**config.mk**
```make
export PLATFORM = sky130hd
export DESIGN_NAME = decode_stage
export DESIGN_NICKNAME = d
export VERILOG_FILES = /design/src/rtl/decode_stage.sv
export SDC_FILE = /design/constraint.sdc
export NUM_CORES = 2
export LEC_CHECK = 0
export CAP_MARGIN = 20
export CORE_MARGIN = 3
export CORE_UTILIZATION = 45
export CTS_CLUSTER_DIAMETER = 150
export DETAILED_ROUTE_END_ITERATION = 10
export SYNTH_ARGS = -nofsm -noshare
export SYNTH_HDL_FRONTEND = slang
export SYNTH_SLANG_ARGS = --single-unit
export TNS_END_PERCENT = 10
```
**constraint.sdc**
```tcl
create_clock -name clk -period 8.2 [get_ports clk]
set_input_delay 2.05 -clock clk [delete_from_list [all_inputs] [get_ports clk]]
set_output_delay 2.05 -clock clk [all_outputs]
set_load 0.01 [all_outputs]
```
**src/rtl/decode_stage.sv**
```systemverilog
// Decode stage: instruction decode, bypassed register file, load-use detection
// and the ID/EX pipeline register with stall and flush.

module control #(
   parameter int ALU_CTRL_W = 2
) (
   input  logic [6:0]            op,
   input  logic [2:0]            funct3,
   input  logic                  funct7b5,
   output logic                  reg_write,
   output logic                  mem_write,
   output logic                  jump,
   output logic                  branch,
   output logic                  alu_src_a,
   output logic                  alu_src_b,
   output logic [1:0]            result_src,
   output logic [2:0]            imm_src,
   output logic [2:0]            branch_type,
   output logic [2:0]            addr_ctrl,
   output logic [ALU_CTRL_W-1:0] alu_control
);
   localparam logic [ALU_CTRL_W-1:0] ALU_ADD = ALU_CTRL_W'(0);
   localparam logic [ALU_CTRL_W-1:0] ALU_SUB = ALU_CTRL_W'(1);
   localparam logic [ALU_CTRL_W-1:0] ALU_AND = ALU_CTRL_W'(2);
   localparam logic [ALU_CTRL_W-1:0] ALU_OR  = ALU_CTRL_W'(3);

   logic [ALU_CTRL_W-1:0] aluFromFunct;

   always_comb begin
      case (funct3)
         3'b111:  aluFromFunct = ALU_AND;
         3'b110:  aluFromFunct = ALU_OR;
         default: aluFromFunct = ALU_ADD;
      endcase
   end

   // imm_src: 0 = I, 1 = S, 2 = B, 3 = J, 4 = U; result_src: 0 ALU, 1 load, 2 PC+4, 3 imm
   always_comb begin
      reg_write   = 1'b0;
      mem_write   = 1'b0;
      jump        = 1'b0;
      branch      = 1'b0;
      alu_src_a   = 1'b0;
      alu_src_b   = 1'b0;
      result_src  = 2'b00;
      imm_src     = 3'd0;
      branch_type = 3'd0;
      addr_ctrl   = 3'd0;
      alu_control = ALU_ADD;
      case (op)
         7'b0000011: begin
            reg_write  = 1'b1;
            alu_src_b  = 1'b1;
            result_src = 2'b01;
            addr_ctrl  = funct3;
         end
         7'b0100011: begin
            mem_write = 1'b1;
            alu_src_b = 1'b1;
            imm_src   = 3'd1;
            addr_ctrl = funct3;
         end
         7'b0110011: begin
            reg_write   = 1'b1;
            alu_control = (funct3 == 3'b000 && funct7b5) ? ALU_SUB : aluFromFunct;
         end
         7'b0010011: begin
            reg_write   = 1'b1;
            alu_src_b   = 1'b1;
            alu_control = aluFromFunct;
         end
         7'b1100011: begin
            branch      = 1'b1;
            imm_src     = 3'd2;
            branch_type = funct3;
            alu_control = ALU_SUB;
         end
         7'b1101111: begin
            reg_write  = 1'b1;
            jump       = 1'b1;
            alu_src_a  = 1'b1;
            alu_src_b  = 1'b1;
            result_src = 2'b10;
            imm_src    = 3'd3;
         end
         7'b1100111: begin
            reg_write  = 1'b1;
            jump       = 1'b1;
            alu_src_b  = 1'b1;
            result_src = 2'b10;
         end
         7'b0110111: begin
            reg_write  = 1'b1;
            result_src = 2'b11;
            imm_src    = 3'd4;
         end
         7'b0010111: begin
            reg_write = 1'b1;
            alu_src_a = 1'b1;
            alu_src_b = 1'b1;
            imm_src   = 3'd4;
         end
         default: ;
      endcase
   end
endmodule

module sign_ext #(
   parameter int XLEN = 32
) (
   input  logic [31:7]     instr,
   input  logic [2:0]      imm_src,
   output logic [XLEN-1:0] imm
);
   logic [31:0] imm32;

   always_comb begin
      case (imm_src)
         3'd1:    imm32 = {{20{instr[31]}}, instr[31:25], instr[11:7]};
         3'd2:    imm32 = {{19{instr[31]}}, instr[31], instr[7], instr[30:25], instr[11:8], 1'b0};
         3'd3:    imm32 = {{11{instr[31]}}, instr[31], instr[19:12], instr[20], instr[30:21], 1'b0};
         3'd4:    imm32 = {instr[31:12], 12'b0};
         default: imm32 = {{20{instr[31]}}, instr[31:20]};
      endcase
   end

   assign imm = XLEN'($signed(imm32));
endmodule

module decode_stage #(
   parameter int XLEN       = 32,
   parameter int NREGS      = 32,
   parameter int BYPASS     = 1,
   parameter int ALU_CTRL_W = 2
) (
   input  logic                  clk,
   input  logic                  rst,
   input  logic [31:0]           instr_d,
   input  logic [XLEN-1:0]       pc_d,
   input  logic                  valid_d,
   input  logic                  stall_e,
   input  logic                  flush_e,
   input  logic                  wb_we,
   input  logic [4:0]            wb_addr,
   input  logic [XLEN-1:0]       wb_data,
   output logic                  stall_d,
   output logic [XLEN-1:0]       rd1_e,
   output logic [XLEN-1:0]       rd2_e,
   output logic [XLEN-1:0]       imm_e,
   output logic [XLEN-1:0]       pc_e,
   output logic [4:0]            rs1_e,
   output logic [4:0]            rs2_e,
   output logic [4:0]            rd_e,
   output logic                  valid_e,
   output logic                  reg_write_e,
   output logic                  mem_write_e,
   output logic                  jump_e,
   output logic                  branch_e,
   output logic                  alu_src_a_e,
   output logic                  alu_src_b_e,
   output logic [1:0]            result_src_e,
   output logic [2:0]            branch_type_e,
   output logic [2:0]            addr_ctrl_e,
   output logic [ALU_CTRL_W-1:0] alu_control_e,
   output logic [XLEN-1:0]       a0
);
   localparam int AW = $clog2(NREGS);

   typedef struct packed {
      logic                  valid;
      logic [XLEN-1:0]       pc;
      logic [XLEN-1:0]       rd1;
      logic [XLEN-1:0]       rd2;
      logic [XLEN-1:0]       imm;
      logic [4:0]            rs1;
      logic [4:0]            rs2;
      logic [4:0]            rd;
      logic                  reg_write;
      logic                  mem_write;
      logic                  jump;
      logic                  branch;
      logic                  alu_src_a;
      logic                  alu_src_b;
      logic [1:0]            result_src;
      logic [2:0]            branch_type;
      logic [2:0]            addr_ctrl;
      logic [ALU_CTRL_W-1:0] alu_control;
   } idex_t;

   logic [XLEN-1:0] regs [NREGS];
   logic [4:0]      rs1, rs2, rd;
   logic [AW-1:0]   rs1i, rs2i, waddr;
   logic [XLEN-1:0] rd1, rd2, imm;
   logic [2:0]      immSrc;
   idex_t           dec, ex;
   logic            loadUse;

   logic                  cRegWrite, cMemWrite, cJump, cBranch, cAluSrcA, cAluSrcB;
   logic [1:0]            cResultSrc;
   logic [2:0]            cBranchType, cAddrCtrl;
   logic [ALU_CTRL_W-1:0] cAluControl;

   assign rs1   = instr_d[19:15];
   assign rs2   = instr_d[24:20];
   assign rd    = instr_d[11:7];
   assign rs1i  = rs1[AW-1:0];
   assign rs2i  = rs2[AW-1:0];
   assign waddr = wb_addr[AW-1:0];

   control #(.ALU_CTRL_W(ALU_CTRL_W)) u_control (
      .op(instr_d[6:0]), .funct3(instr_d[14:12]), .funct7b5(instr_d[30]),
      .reg_write(cRegWrite), .mem_write(cMemWrite), .jump(cJump), .branch(cBranch),
      .alu_src_a(cAluSrcA), .alu_src_b(cAluSrcB), .result_src(cResultSrc),
      .imm_src(immSrc), .branch_type(cBranchType), .addr_ctrl(cAddrCtrl),
      .alu_control(cAluControl)
   );

   sign_ext #(.XLEN(XLEN)) u_sign_ext (
      .instr(instr_d[31:7]), .imm_src(immSrc), .imm(imm)
   );

   always_ff @(posedge clk) begin
      if (rst) begin
         for (int i = 0; i < NREGS; i++) regs[i] <= '0;
      end else if (wb_we && waddr != '0) begin
         regs[waddr] <= wb_data;
      end
   end

   // Write-first: a writeback landing this cycle is visible to the decode read
   always_comb begin
      rd1 = '0;
      rd2 = '0;
      if (rs1i != '0) begin
         rd1 = regs[rs1i];
         if (BYPASS != 0 && wb_we && waddr == rs1i) rd1 = wb_data;
      end
      if (rs2i != '0) begin
         rd2 = regs[rs2i];
         if (BYPASS != 0 && wb_we && waddr == rs2i) rd2 = wb_data;
      end
   end

   generate
      if (NREGS > 10) begin : g_a0
         assign a0 = regs[10];
      end else begin : g_no_a0
         assign a0 = '0;
      end
   endgenerate

   assign loadUse = ex.valid && ex.result_src == 2'b01 && ex.rd != 5'd0 && valid_d &&
                    (ex.rd == rs1 || ex.rd == rs2);
   assign stall_d = loadUse || stall_e;

   always_comb begin
      dec = '0;
      if (valid_d) begin
         dec.valid       = 1'b1;
         dec.pc          = pc_d;
         dec.rd1         = rd1;
         dec.rd2         = rd2;
         dec.imm         = imm;
         dec.rs1         = rs1;
         dec.rs2         = rs2;
         dec.rd          = rd;
         dec.reg_write   = cRegWrite;
         dec.mem_write   = cMemWrite;
         dec.jump        = cJump;
         dec.branch      = cBranch;
         dec.alu_src_a   = cAluSrcA;
         dec.alu_src_b   = cAluSrcB;
         dec.result_src  = cResultSrc;
         dec.branch_type = cBranchType;
         dec.addr_ctrl   = cAddrCtrl;
         dec.alu_control = cAluControl;
      end
   end

   // A bubble is all-zero; stall_e outranks the load-use bubble
   always_ff @(posedge clk) begin
      if (rst || flush_e) begin
         ex <= '0;
      end else if (!stall_e) begin
         ex <= loadUse ? '0 : dec;
      end
   end

   assign valid_e       = ex.valid;
   assign pc_e          = ex.pc;
   assign rd1_e         = ex.rd1;
   assign rd2_e         = ex.rd2;
   assign imm_e         = ex.imm;
   assign rs1_e         = ex.rs1;
   assign rs2_e         = ex.rs2;
   assign rd_e          = ex.rd;
   assign reg_write_e   = ex.reg_write;
   assign mem_write_e   = ex.mem_write;
   assign jump_e        = ex.jump;
   assign branch_e      = ex.branch;
   assign alu_src_a_e   = ex.alu_src_a;
   assign alu_src_b_e   = ex.alu_src_b;
   assign result_src_e  = ex.result_src;
   assign branch_type_e = ex.branch_type;
   assign addr_ctrl_e   = ex.addr_ctrl;
   assign alu_control_e = ex.alu_control;
endmodule

```
==> flow_metrics.env <==
export IMPL_cts_root_buffer="clkbuf_16"
export IMPL_ctsHoldBuffers=0
export IMPL_post_route_period_util_pct=76.7
export IMPL_clock_sinks=1184
export IMPL_drtIter0Drc=4561
export IMPL_synth_edf_count=1024
export IMPL_ys_seq_area_share_pct=55.9
export IMPL_gp_congestion=0.878
export IMPL_min_delay_path_class="reg -> reg"
export IMPL_ys_flop_type="edfxtp_1"
export IMPL_drive_above_1_share_pct=20.8
export IMPL_rsz0062_at_grt="no"
export IMPL_start_util_pct=45.4
export IMPL_yosys_top_cells_area="edfxtp_1, mux4_2, and2_1"
export IMPL_async_reset_ff_share_pct=0
export IMPL_slew_viol_final=0
export IMPL_clk_pin_slew_worst_paths_ns=0.05
export IMPL_r2r_cells=7
export IMPL_fill_cells=11140
export IMPL_clock_skew_final_ns=0.0293
export IMPL_antenna_found_initial=15
export IMPL_status="complete, no violations"
export IMPL_h_tree_depth=4
export IMPL_post_cts_resized=0
export IMPL_max_cap_violations=0
export IMPL_wl_per_cell_um=32.4
export IMPL_grt_pass1_wl_mm=295
export IMPL_cp_start_kind="input port"
export IMPL_max_freq_mhz=159
export IMPL_synth_cell_type_count=54
export IMPL_cts_tree="yes"
export IMPL_die_h_um=373
export IMPL_cts_buffers=133
export IMPL_ir_worst_vdd_mv=0.186
export IMPL_tns_ns=0
export IMPL_holdPathStages=2
export IMPL_ioPinCount=300
export IMPL_port_buffers=299
export IMPL_crit_arrival_ns=4.24
export IMPL_yosys_warnings=0
export IMPL_postCtsSetupBuffers=0
export IMPL_cp_max_fo=46
export IMPL_area_growth_pct=14.9
export IMPL_grt_pass1_vias=39886
export IMPL_critPathKind="in -> out"
export IMPL_wirelength_mm=206
export IMPL_dpl_hpwl_mm=123
export IMPL_track_usage_pct=29.2
export IMPL_endpoint_kind="output pin"
export IMPL_grt_max_degree=101
export IMPL_first_pass_iters=5
export IMPL_avgSynthCellArea_sq_um=14.0
export IMPL_num_vias=40081
export IMPL_drc=0
export IMPL_cp_required_ns=6.15
export IMPL_fin_hold_ws_ns=0.454
export IMPL_period_minus_slack_ns=6.29
export IMPL_power_density_nw_per_um2=207
export IMPL_finalSetupViolations=0
export IMPL_die_area_sq_um=139000
export IMPL_insertion_delay_ns=0.78
export IMPL_netlist_instances=4326
export IMPL_worst_pin_slew_ns=1.12
export IMPL_clockBufferDepth=3
export IMPL_synth_area_leader_cell="edfxtp_1"
export IMPL_slew_headroom_pct=25.3
export IMPL_rows=134
export IMPL_coreArea_sq_um=134000
export IMPL_synth_seq_cells=1184
export IMPL_hold_violations=0
export IMPL_nets=4586
export IMPL_syn_cell_area_sq_um=60700
export IMPL_overflow=0
export IMPL_power_leakage_nw=24.4
export IMPL_final_antenna_net_count=0
export IMPL_yosysTopAreaCellShare_pct=50.6
export IMPL_detail_route_vias_per_cell=6.30
export IMPL_die_w_um=373
## synthesized netlist by cell type, drive strengths merged (3+ instances only)
library cell	count
o22ai	63
nand2b	7
clkbuf	360
nor4	5
dfxtp	160
a22oi	56
a21oi	96
mux4	385
nor2	109
o21ai	25
mux2	130
and3	35
or2	33
nand2	105
edfxtp	1024
buf	107
mux2i	256
a211oi	63
a221o	63
nand3b	5
and2	993
a221oi	65
nor3b	3
xor2	18
a32oi	15
nor3	8
or3	4
o221ai	64
nand4	3
nor4b	32
nor2b	6
nand3	8
## cell usage in the layout, fill, tap and decap left out, drive strengths merged, types with 7 or more instances in the layout
cell type      netlist  final
clkbuf             360    191
nand3                8      8
clkinv               0     39
xor2                18     18
edfxtp            1024   1024
clkdlybuf4s50        0    287
or2                 33     33
nand2              105    105
a221oi              65     65
mux4               385    385
and3                35     35
nor4b               32     32
nor2               109    109
a32oi               15     15
diode                0      8
nand2b               7      7
a211oi              63     63
o21ai               25     25
a221o               63     63
buf                107    166
dfxtp              160    160
o22ai               63     63
inv                  2     11
and2               993    993
conb                 1     32
o221ai              64     64
mux2i              256    256
nor3                 8      8
mux2               130    130
a22oi               56     56
a21oi               96     96
## flip-flops by register name, summed over array words and instances, names as in the netlist
signal / flops
alu_src_a_e: 1
reg_write_e: 1
imm_e: 32
rd1_e: 32
rs1_e: 5
rs2_e: 5
rd_e: 5
mem_write_e: 1
pc_e: 32
regs: 1024
valid_e: 1
alu_src_b_e: 1
branch_e: 1
result_src_e: 2
jump_e: 1
addr_ctrl_e: 3
branch_type_e: 3
alu_control_e: 2
rd2_e: 32
## power by group
part / leakage (nW) / total (W) / switching (W) / internal [W]
Clock: 2.06 / 0.00582 / 0.00250 / 0.00333
Sequential: 11.0 / 0.00701 / 0.000162 / 0.00684
Combinational: 11.3 / 0.00164 / 0.000950 / 0.000690
## stage by stage
stage / total power (W) / instances / cell area, sq um / utilization, % / setup slack (ns)
detailed placement: 0.00875 / 6106 / 65500 / 49.0 / 1.96
finish: 0.0145 / 6362 / 69800 / 52.2 / 1.91
global placement: 0.00872 / 6102 / 65400 / 48.9 / 1.94
floorplan: 0.00805 / 4357 / 60800 / - / 3.09
global route: 0.0149 / 6354 / 69800 / 52.1 / 1.83
CTS: 0.0145 / 6348 / 69700 / 52.1 / 1.96
## cells by family after synthesis
family	after synthesis	share of synthesized area [%]
AND/OR/NAND/NOR	1363	13.3
flip-flops	1184	55.9
multiplexers	771	20.9
AO/OA/AOI/OAI	518	6.34
buffers and inverters	469	3.23
XOR/XNOR	20	0.288
other	1	0.00618
## routing by layer
| layer | track usage [%] | vias up | wire [um] |
|---|---|---|---|
| met5 | 0 | - | 21 |
| met1 | 39.6 | 20718 | 83200 |
| met2 | 45.9 | 2092 | 95600 |
| met4 | 12.4 | 4 | 9160 |
| met3 | 6.16 | 404 | 18400 |
| li1 | - | 16863 | - |
## path summary, 6_finish.rpt
path / start / to / slack [ns]
min reg2reg: imm_e[16]$_SDFFE_PP0N_ / imm_e[16]$_SDFFE_PP0N_ / 0.45
min: imm_e[16]$_SDFFE_PP0N_ / imm_e[16]$_SDFFE_PP0N_ / 0.45
max reg2reg: regs[31][12]$_SDFFCE_PN0P_ / rd2_e[12]$_SDFFE_PP0N_ / 5.17
max: instr_d[17] / stall_d / 1.91
## layout make-up
class	instances	area, sq um	share of cell area, %
Sequential cell	1184	34000	48.6
Multi-Input combinational cell	2704	25100	36.0
Timing Repair Buffer	454	4330	6.20
Clock buffer	190	3800	5.45
Tap cell	1768	2210	3.17
Clock inverter	52	377	0.540
Antenna cell	8	20.0	0.0287
Inverter	2	7.51	0.0108
## critical path, stage by stage
cell and delay (ns):
buf_6 0.43, xor2_1 0.14, nor2_1 0.36, a22oi_1 0.19, nor2_1 0.30, or2_2 0.17, clkdlybuf4s50_1 0.55
(Power assumes the default switching activity.)
